`src/rtl/fft16_pkg.sv`:
```
// Shared constants and state encoding for the FFT16 output streamer and
// the neighbouring blocks around FFT16_top.
package fft16_pkg;

  localparam int N         = 16;
  localparam int Q         = 8;
  localparam int BINS      = 16;
  localparam int BIN_IDX_W = 4;

  typedef enum logic {
    ST_IDLE   = 1'b0,
    ST_STREAM = 1'b1
  } state_e;

endpackage

```
`src/rtl/fft16_mag_est.sv`:
```
// Magnitude estimate max(|re|,|im|) + min(|re|,|im|)/2; purely combinational.
// Output is one bit wider than the inputs, so neither abs() nor the sum can overflow.
module fft16_mag_est #(
  parameter int N = fft16_pkg::N
) (
  input  logic [N-1:0] re_i,
  input  logic [N-1:0] im_i,
  output logic [N:0]   mag_o
);

  logic [N-1:0] abs_re;
  logic [N-1:0] abs_im;
  logic [N-1:0] mx;
  logic [N-1:0] mn;

  // Two's-complement negate taken as unsigned: the most negative value maps to 2^(N-1).
  assign abs_re = re_i[N-1] ? (~re_i + N'(1)) : re_i;
  assign abs_im = im_i[N-1] ? (~im_i + N'(1)) : im_i;

  assign mx = (abs_re >= abs_im) ? abs_re : abs_im;
  assign mn = (abs_re >= abs_im) ? abs_im : abs_re;

  assign mag_o = {1'b0, mx} + ({1'b0, mn} >> 1);

endmodule

```
`src/rtl/fft16_out_streamer.sv`:
```
// Captures a 16-bin FFT frame on a done-flag rise and streams one bin per beat; bin 0 one cycle after capture.
// Beats hold under !i_ready; a rise while streaming drops that frame and pulses o_overrun, except on the bin-15 transfer edge.
module fft16_out_streamer #(
  parameter int N    = fft16_pkg::N,
  parameter int Q    = fft16_pkg::Q,
  parameter int BINS = fft16_pkg::BINS
) (
  input  logic                           i_clk,
  input  logic                           i_rst,
  input  logic [BINS*N-1:0]              i_bins_re,
  input  logic [BINS*N-1:0]              i_bins_im,
  input  logic                           i_FFT_cycle_done,
  input  logic                           i_ready,
  output logic                           o_valid,
  output logic [N-1:0]                   o_re,
  output logic [N-1:0]                   o_im,
  output logic [N:0]                     o_mag,
  output logic [fft16_pkg::BIN_IDX_W-1:0] o_bin_idx,
  output logic                           o_last,
  output logic                           o_busy,
  output logic                           o_overrun
);

  import fft16_pkg::*;

  localparam int IW = BIN_IDX_W;

  if (BINS != 16 || Q >= N) begin : g_param_chk
    $error("fft16_out_streamer: BINS must be 16 and Q must be below N");
  end

  state_e            state_q, state_d;
  logic [IW-1:0]     idx_q, idx_d;
  logic [BINS*N-1:0] frm_re_q, frm_re_d;
  logic [BINS*N-1:0] frm_im_q, frm_im_d;
  logic              done_prev_q;
  logic              overrun_q, overrun_d;

  logic              capture;
  logic              streaming;
  logic              xfer;
  logic              last_bin;
  logic              load;
  logic [N-1:0]      bin_re;
  logic [N-1:0]      bin_im;
  logic [N:0]        bin_mag;

  assign capture   = i_FFT_cycle_done & ~done_prev_q;
  assign streaming = (state_q == ST_STREAM);
  assign xfer      = streaming & i_ready;
  assign last_bin  = (idx_q == IW'(BINS - 1));

  always_comb begin
    state_d   = state_q;
    idx_d     = idx_q;
    load      = 1'b0;
    overrun_d = 1'b0;
    case (state_q)
      ST_IDLE: begin
        if (capture) begin
          load    = 1'b1;
          idx_d   = '0;
          state_d = ST_STREAM;
        end
      end
      ST_STREAM: begin
        if (xfer && last_bin) begin
          // Final beat leaves the buffer free, so a rise on this edge is a clean back-to-back capture.
          idx_d = '0;
          if (capture) begin
            load = 1'b1;
          end else begin
            state_d = ST_IDLE;
          end
        end else begin
          if (xfer) begin
            idx_d = idx_q + IW'(1);
          end
          overrun_d = capture;
        end
      end
      default: begin
        state_d = ST_IDLE;
        idx_d   = '0;
      end
    endcase
  end

  assign frm_re_d = load ? i_bins_re : frm_re_q;
  assign frm_im_d = load ? i_bins_im : frm_im_q;

  always_ff @(posedge i_clk) begin
    if (i_rst) begin
      state_q     <= ST_IDLE;
      idx_q       <= '0;
      frm_re_q    <= '0;
      frm_im_q    <= '0;
      done_prev_q <= 1'b1;
      overrun_q   <= 1'b0;
    end else begin
      state_q     <= state_d;
      idx_q       <= idx_d;
      frm_re_q    <= frm_re_d;
      frm_im_q    <= frm_im_d;
      done_prev_q <= i_FFT_cycle_done;
      overrun_q   <= overrun_d;
    end
  end

  assign bin_re = frm_re_q[idx_q*N +: N];
  assign bin_im = frm_im_q[idx_q*N +: N];

  fft16_mag_est #(
    .N (N)
  ) u_mag (
    .re_i  (bin_re),
    .im_i  (bin_im),
    .mag_o (bin_mag)
  );

  assign o_valid   = streaming;
  assign o_busy    = streaming;
  assign o_re      = streaming ? bin_re  : '0;
  assign o_im      = streaming ? bin_im  : '0;
  assign o_mag     = streaming ? bin_mag : '0;
  assign o_last    = streaming & last_bin;
  assign o_bin_idx = idx_q;
  assign o_overrun = overrun_q;

endmodule

```
`config.mk`:
```
export PLATFORM = sky130hd
export DESIGN_NAME = fft16_out_streamer
export DESIGN_NICKNAME = d
export VERILOG_FILES = /design/src/rtl/fft16_pkg.sv /design/src/rtl/fft16_mag_est.sv /design/src/rtl/fft16_out_streamer.sv
export SDC_FILE = /design/constraint.sdc
export NUM_CORES = 1
export LEC_CHECK = 0
export BUFFER_PORTS_ARGS = -buffer_cell sky130_fd_sc_hd__buf_2
export CAP_MARGIN = 0
export CORE_ASPECT_RATIO = 1.5
export CORE_UTILIZATION = 35
export DETAILED_ROUTE_END_ITERATION = 10
export GPL_TIMING_DRIVEN = 0
export HOLD_SLACK_MARGIN = 0.02
export PLACE_DENSITY_LB_ADDON = 0.3
export SLEW_MARGIN = 20
export SYNTH_ARGS = -nofsm -noshare
export SYNTH_HDL_FRONTEND = slang
export SYNTH_HIERARCHICAL = 1
export SYNTH_SLANG_ARGS = --single-unit
```
`constraint.sdc`:
```
create_clock -name i_clk -period 19.1 [get_ports i_clk]
set_input_delay 3.82 -clock i_clk [delete_from_list [all_inputs] [get_ports i_clk]]
set_output_delay 3.82 -clock i_clk [all_outputs]
set_load 0.005 [all_outputs]
```
Yosys cells after proc, flatten, opt, wreduce, memory -nomap -nowiden
Index checks and enable logic that the tools add are counted.

$add $sub $neg: 4. Order comparisons: 1. Equal/unequal tests: 3. Shift operators: 2. Multiplexer cells: 16. Bitwise operators: 7. Reduce and logical (&&, ||, !) cells: 3.

Operator list (number): 256-bit by 9-bit variable part select with 16-bit output (2); 16-bit 2-to-1 mux (6); 16-bit by 1-bit adder with 16-bit output (second input constant) (2); 16-bit inverter (2); 16-bit by 15-bit adder with 17-bit output (1); 17-bit 2-to-1 mux (1); 16-bit >= comparator (1); 4-bit 2-to-1 mux (3); 4-bit case mux with 2 select lines (1); 4-bit by 1-bit adder with 4-bit output (second input constant) (1); 4-bit equality test (second input constant) (1); 1-bit case mux with 2 select lines (2); 1-bit bitwise AND (3); 1-bit 2-to-1 mux (3); 3-bit by 1-bit inequality test with 1-bit output (second input constant) (1); 3-bit OR reduction (1); 2-bit inequality test (second input constant) (1); 1-bit inverter (2); 2-bit AND reduction (1); 1-bit logical AND (1).

Bits in registers: 519. Logic and storage cells: 42.

Longest topological paths before layout
Depth in word-level cells: 8. Depth in mapped cells: 30.

Modules after synthesis
The synthesis kept the hierarchy.

Modules (own cells, without submodules): fft16_out_streamer (instances 1, cells each 2619, area an instance 22098.7 um2, sequential area each 10390.0 um2); fft16_mag_est (instances 1, cells each 281, area an instance 2087.0 um2, sequential area each 0.0 um2).

Least setup slack after synthesis
No wires, ideal clock.

Kind: register -> output. From: register idx_q[1], in the netlist o_bin_idx[1]. To: output o_mag[8]. Arrival: 6.778 ns. Data required time: 15.280 ns. Slack: 8.502 ns. Cell stages (with the launch flop): 28. Buffers on the path: 4. Cells stage by stage: dfxtp_1 > buf_2 > buf_4 > buf_4 > mux4_2 > o22ai_1 > nor2_1 > or4_4 > or4_4 > o31ai_1 > xor2_1 > inv_1 > ha_1 > nand3_1 > or4_1 > or4_1 > o211ai_2 > buf_4 > o21ai_0 > ha_1 > fa_1 > a21o_1 > a21oi_1 > o21bai_1 > a2111oi_0 > nor3_1 > xor2_1 > and2_1.

Word-level cells in the longest chain between the ends: 8. Elaborated cells on any way between the ends: 13. Classes of those cells: 3 x add/sub; 1 x order compare; 2 x shift; 5 x mux; 2 x bitwise.

Ends and longest elaborated chain: start: declaration (RTL line fft16_out_streamer.sv:33) `logic [IW-1:0] idx_q, idx_d;`; start signal: assignment (RTL line fft16_out_streamer.sv:102) `idx_q <= idx_d;`; 256-bit by 9-bit variable part select with 16-bit output * (RTL line fft16_out_streamer.sv:110) `assign bin_re = frm_re_q[idx_q*N +: N];`; named net bin_re[6] (RTL line fft16_out_streamer.sv:44) `logic [N-1:0] bin_re;`; 16-bit inverter (RTL line fft16_mag_est.sv:17) `assign abs_re = re_i[N-1] ? (~re_i + N'(1)) : re_i;`; 16-bit by 1-bit adder with 16-bit output (RTL line fft16_mag_est.sv:17); 16-bit 2-to-1 mux * (RTL line fft16_mag_est.sv:17); 16-bit >= comparator (RTL line fft16_mag_est.sv:20, fft16_mag_est.sv:21); 16-bit 2-to-1 mux, on equally long branches (RTL line fft16_mag_est.sv:20, fft16_mag_est.sv:21); 16-bit by 15-bit adder with 17-bit output * (RTL line fft16_mag_est.sv:23) `assign mag_o = {1'b0, mx} + ({1'b0, mn} >> 1);`; named net bin_mag[8] (RTL line fft16_out_streamer.sv:46) `logic [N:0] bin_mag;`; 17-bit 2-to-1 mux * (RTL line fft16_out_streamer.sv:125) `assign o_mag = streaming ? bin_mag : '0;`; end: declaration (RTL line fft16_out_streamer.sv:17) `output logic [N:0] o_mag,`.

Mark *: on every way through the listed nets, which the timed path passes. The rest lies on a longest branch.

Final worst setup path
Same ends and word-level chain as after synthesis.

==> results.yml <==
detailed_routing:
  wl_per_cell_um: 23.7
  route.detailed.drc: 0
  firstDrtPassIters: 5
  wirelength_um: 106000
  vias: 23500
  ant_nets: 0
  first_iter_violations: 1442
  viasPerCell: 5.27
timing:
  fmax_ghz: 0.0751
  skew_ns: 0.0307
  slew_headroom: 0.304
  rsz0062_at_grt: "no"
  finalCriticalPeriod_ns: 13.32
  fin_setup_tns_ns: 0
  setup_violations: 0
  hold_violations: 0
  min_period_over_period: 0.698
  drv_slew: 0
  worst_pin_slew_ns: 1.04
yosys:
  synth-warning-count: 6
  synth_top_area_frac: 0.430
  synth-xor-area-share: 0.0138
  synthFlopType: "dfxtp_1"
  avgSynthCellArea_um2: 8.34
  ys_seq_area_frac: 0.430
  yosysUniqueCellTypes: 53
  synth.largest_area_cell: "dfxtp_1"
  synthSimpleGateAreaFrac: 0.203
  ys_ff_latch: 519
  synth_most_common_cell: "nand2_1"
  netlist_instances: 2900
  netlist_area_um2: 24200
  synth_compound_area_frac: 0.151
  yosys.area_share.adder: 0.0184
  synth_area_leaders: "dfxtp_1, nand2_1, mux4_2"
  synth_mux_area_frac: 0.133
  synth-edff-count: 0
  synth_top_family_by_area: "simple AND/OR/NAND/NOR gates"
  syn_nets: 3451
  synth_common_cells: "nand2_1, a21oi_1, dfxtp_1"
  async_flop_share: 0
setup_path:
  critPathLaunchType: "register"
  crit_path_frequent_cell: "or4_1"
  critPathArrivalTime_ns: 9.50
  path_class: "register to primary output"
  cpPeakStageDelay_ns: 0.75
  crit_path_top_delay_cell: "a211oi_1"
  required_ns: 15.28
  end_kind: "primary output"
  cp_max_fo: 10
flow_run:
  drv_cap: 0
layout:
  nNetsFinal: 4075
  drive_gt1_frac: 0.269
  fill_cells: 7031
  syn2layout_area_growth_pct: 24.1
pwr:
  finalPower_mw: 2.58
  leakagePower_nw: 11.8
  p_per_area_nw_per_um2: 85.9
  ir_worst_vdd_uv: 76.2
global_routing:
  grt_pass1_vias: 23300
  track_usage: 0.295
  grt_max_degree: 17
  overflow: 0
  grt_first_pass_wirelength_um: 149000
  antenna_found_initial: 34
clock_network:
  clk_latency_ns: 0.64
  path_clk_slew_ns: 0.07
  cts-root-buf: "clkbuf_16"
  clock-sinks: 519
  holdBufCountCts: 0
  cts_tree: "built"
  cts_buffers: 51
  ctsResizeCount: 0
  post_cts_buffers: 0
  cts_buffer_depth: 3
  htree_num_levels: 2
die:
  rows: 117
  core_area_um2: 68100
  die_area_um2: 70200
  dieHeight_um: 324
  start_util: 0.355
  die_w_um: 217
  io_pins: 573
min_path:
  hold_path.class: "register to register"
placed_design:
  io_buffers: 571
  place.detailed.hpwl_um: 85700
  place.gp.congestion: 0.929
run_status:
  status: "finished, final reports clean"
==> per-stage QoR <==
| step | setup WS [ns] | hold slack [ns] | area, µm² | std cells | util |
|---|---|---|---|---|---|
| after detailed placement | 6.40 | 0.443 | 28200 | 4363 | 0.414 |
| final | 5.78 | 0.451 | 30000 | 4465 | 0.441 |
| after global placement | 6.47 | 0.439 | 28200 | 4363 | 0.414 |
| after CTS | 5.72 | 0.453 | 30000 | 4455 | 0.441 |
| after floorplan | 8.50 | 0.433 | 24200 | 2900 | - |
| after global routing | 5.20 | 0.464 | 30000 | 4457 | 0.441 |
==> sequential cells by signal, indices dropped and copies added, names as in the netlist <==
signal       cells
o_overrun        1
frm_im_q       256
o_bin_idx        4
done_prev_q      1
frm_re_q       256
o_busy           1
==> kinds of logic after synthesis <==
group / after synthesis
flops: 519
fa+ha+maj: 35
compound gates: 659
xor+xnor: 38
simple gates: 1225
buf+inv: 262
mux: 162
==> power by group <==
| part | leakage (nW) | internal (mW) | switching (mW) |
|---|---|---|---|
| clock | 0.880 | 0.646 | 0.467 |
| combinational | 6.68 | 0.132 | 0.195 |
| sequential | 4.21 | 1.12 | 0.0203 |
| total | 11.8 | 1.90 | 0.682 |
==> critical path, delay by kind of cell (launching register included) <==
kind            cells  cell delay, ns
buf+inv             5            0.98
xor+xnor            2            0.57
mux                 1            0.58
compound gates      8            2.34
simple gates        9            2.93
fa+ha+maj           3            0.96
flops               1            0.52
==> cell usage in the layout (no fill, tap or decap), types with 9 or more instances in the layout <==
cell type,Yosys,routed
xnor2_1,12,12
nor2b_1,35,35
xor2_1,26,26
nor2_1,47,47
buf_2,122,693
a21oi_1,540,540
nand2_1,1047,1047
mux2i_1,33,33
o22ai_1,33,33
diode_2,0,10
ha_1,34,34
a211oi_2,25,25
mux4_2,128,128
clkbuf_1,90,97
a21o_1,10,10
o21ai_0,17,17
buf_4,15,15
dfxtp_1,519,519
and2_1,18,18
nor3_1,40,40
nand3_1,9,9
clkbuf_16,0,52
inv_1,26,26
clkbuf_8,0,9
==> routing by layer <==
metal / routed length, µm / up-vias / global-route usage
met4: 7170 / 42 / 0.185
met2: 52200 / 917 / 0.520
met3: 7480 / 278 / 0.0587
met1: 38600 / 11100 / 0.324
li1: - / 11100 / -
met5: 267 / - / 0
==> final timing paths <==
| check | from | to | slack, ns | cells past startpoint |
|---|---|---|---|---|
| min | frm_im_q[202]$_SDFFE_PP0P_ | frm_im_q[202]$_SDFFE_PP0P_ | 0.45 | 2 |
| min reg2reg | frm_im_q[202]$_SDFFE_PP0P_ | frm_im_q[202]$_SDFFE_PP0P_ | 0.45 | 2 |
| max | o_bin_idx[1]$_SDFFE_PP0P_ | o_mag[8] | 5.78 | 28 |
| max reg2reg | o_bin_idx[0]$_SDFFE_PP0P_ | frm_im_q[116]$_SDFFE_PP0P_ | 16.02 | 7 |
==> final cells by class <==
class / instances / area (µm²) / share of cell area
multi-input combinational: 2119 / 12600 / 0.419
sequential: 519 / 10400 / 0.346
timing repair buffer: 571 / 2860 / 0.0952
clock buffer: 68 / 1450 / 0.0483
buffer: 235 / 1120 / 0.0373
tap: 892 / 1120 / 0.0372
clock inverter: 24 / 385 / 0.0128
inverter: 27 / 101 / 0.00338
antenna: 10 / 25.0 / 0.000834
(Power assumes the default switching activity.)
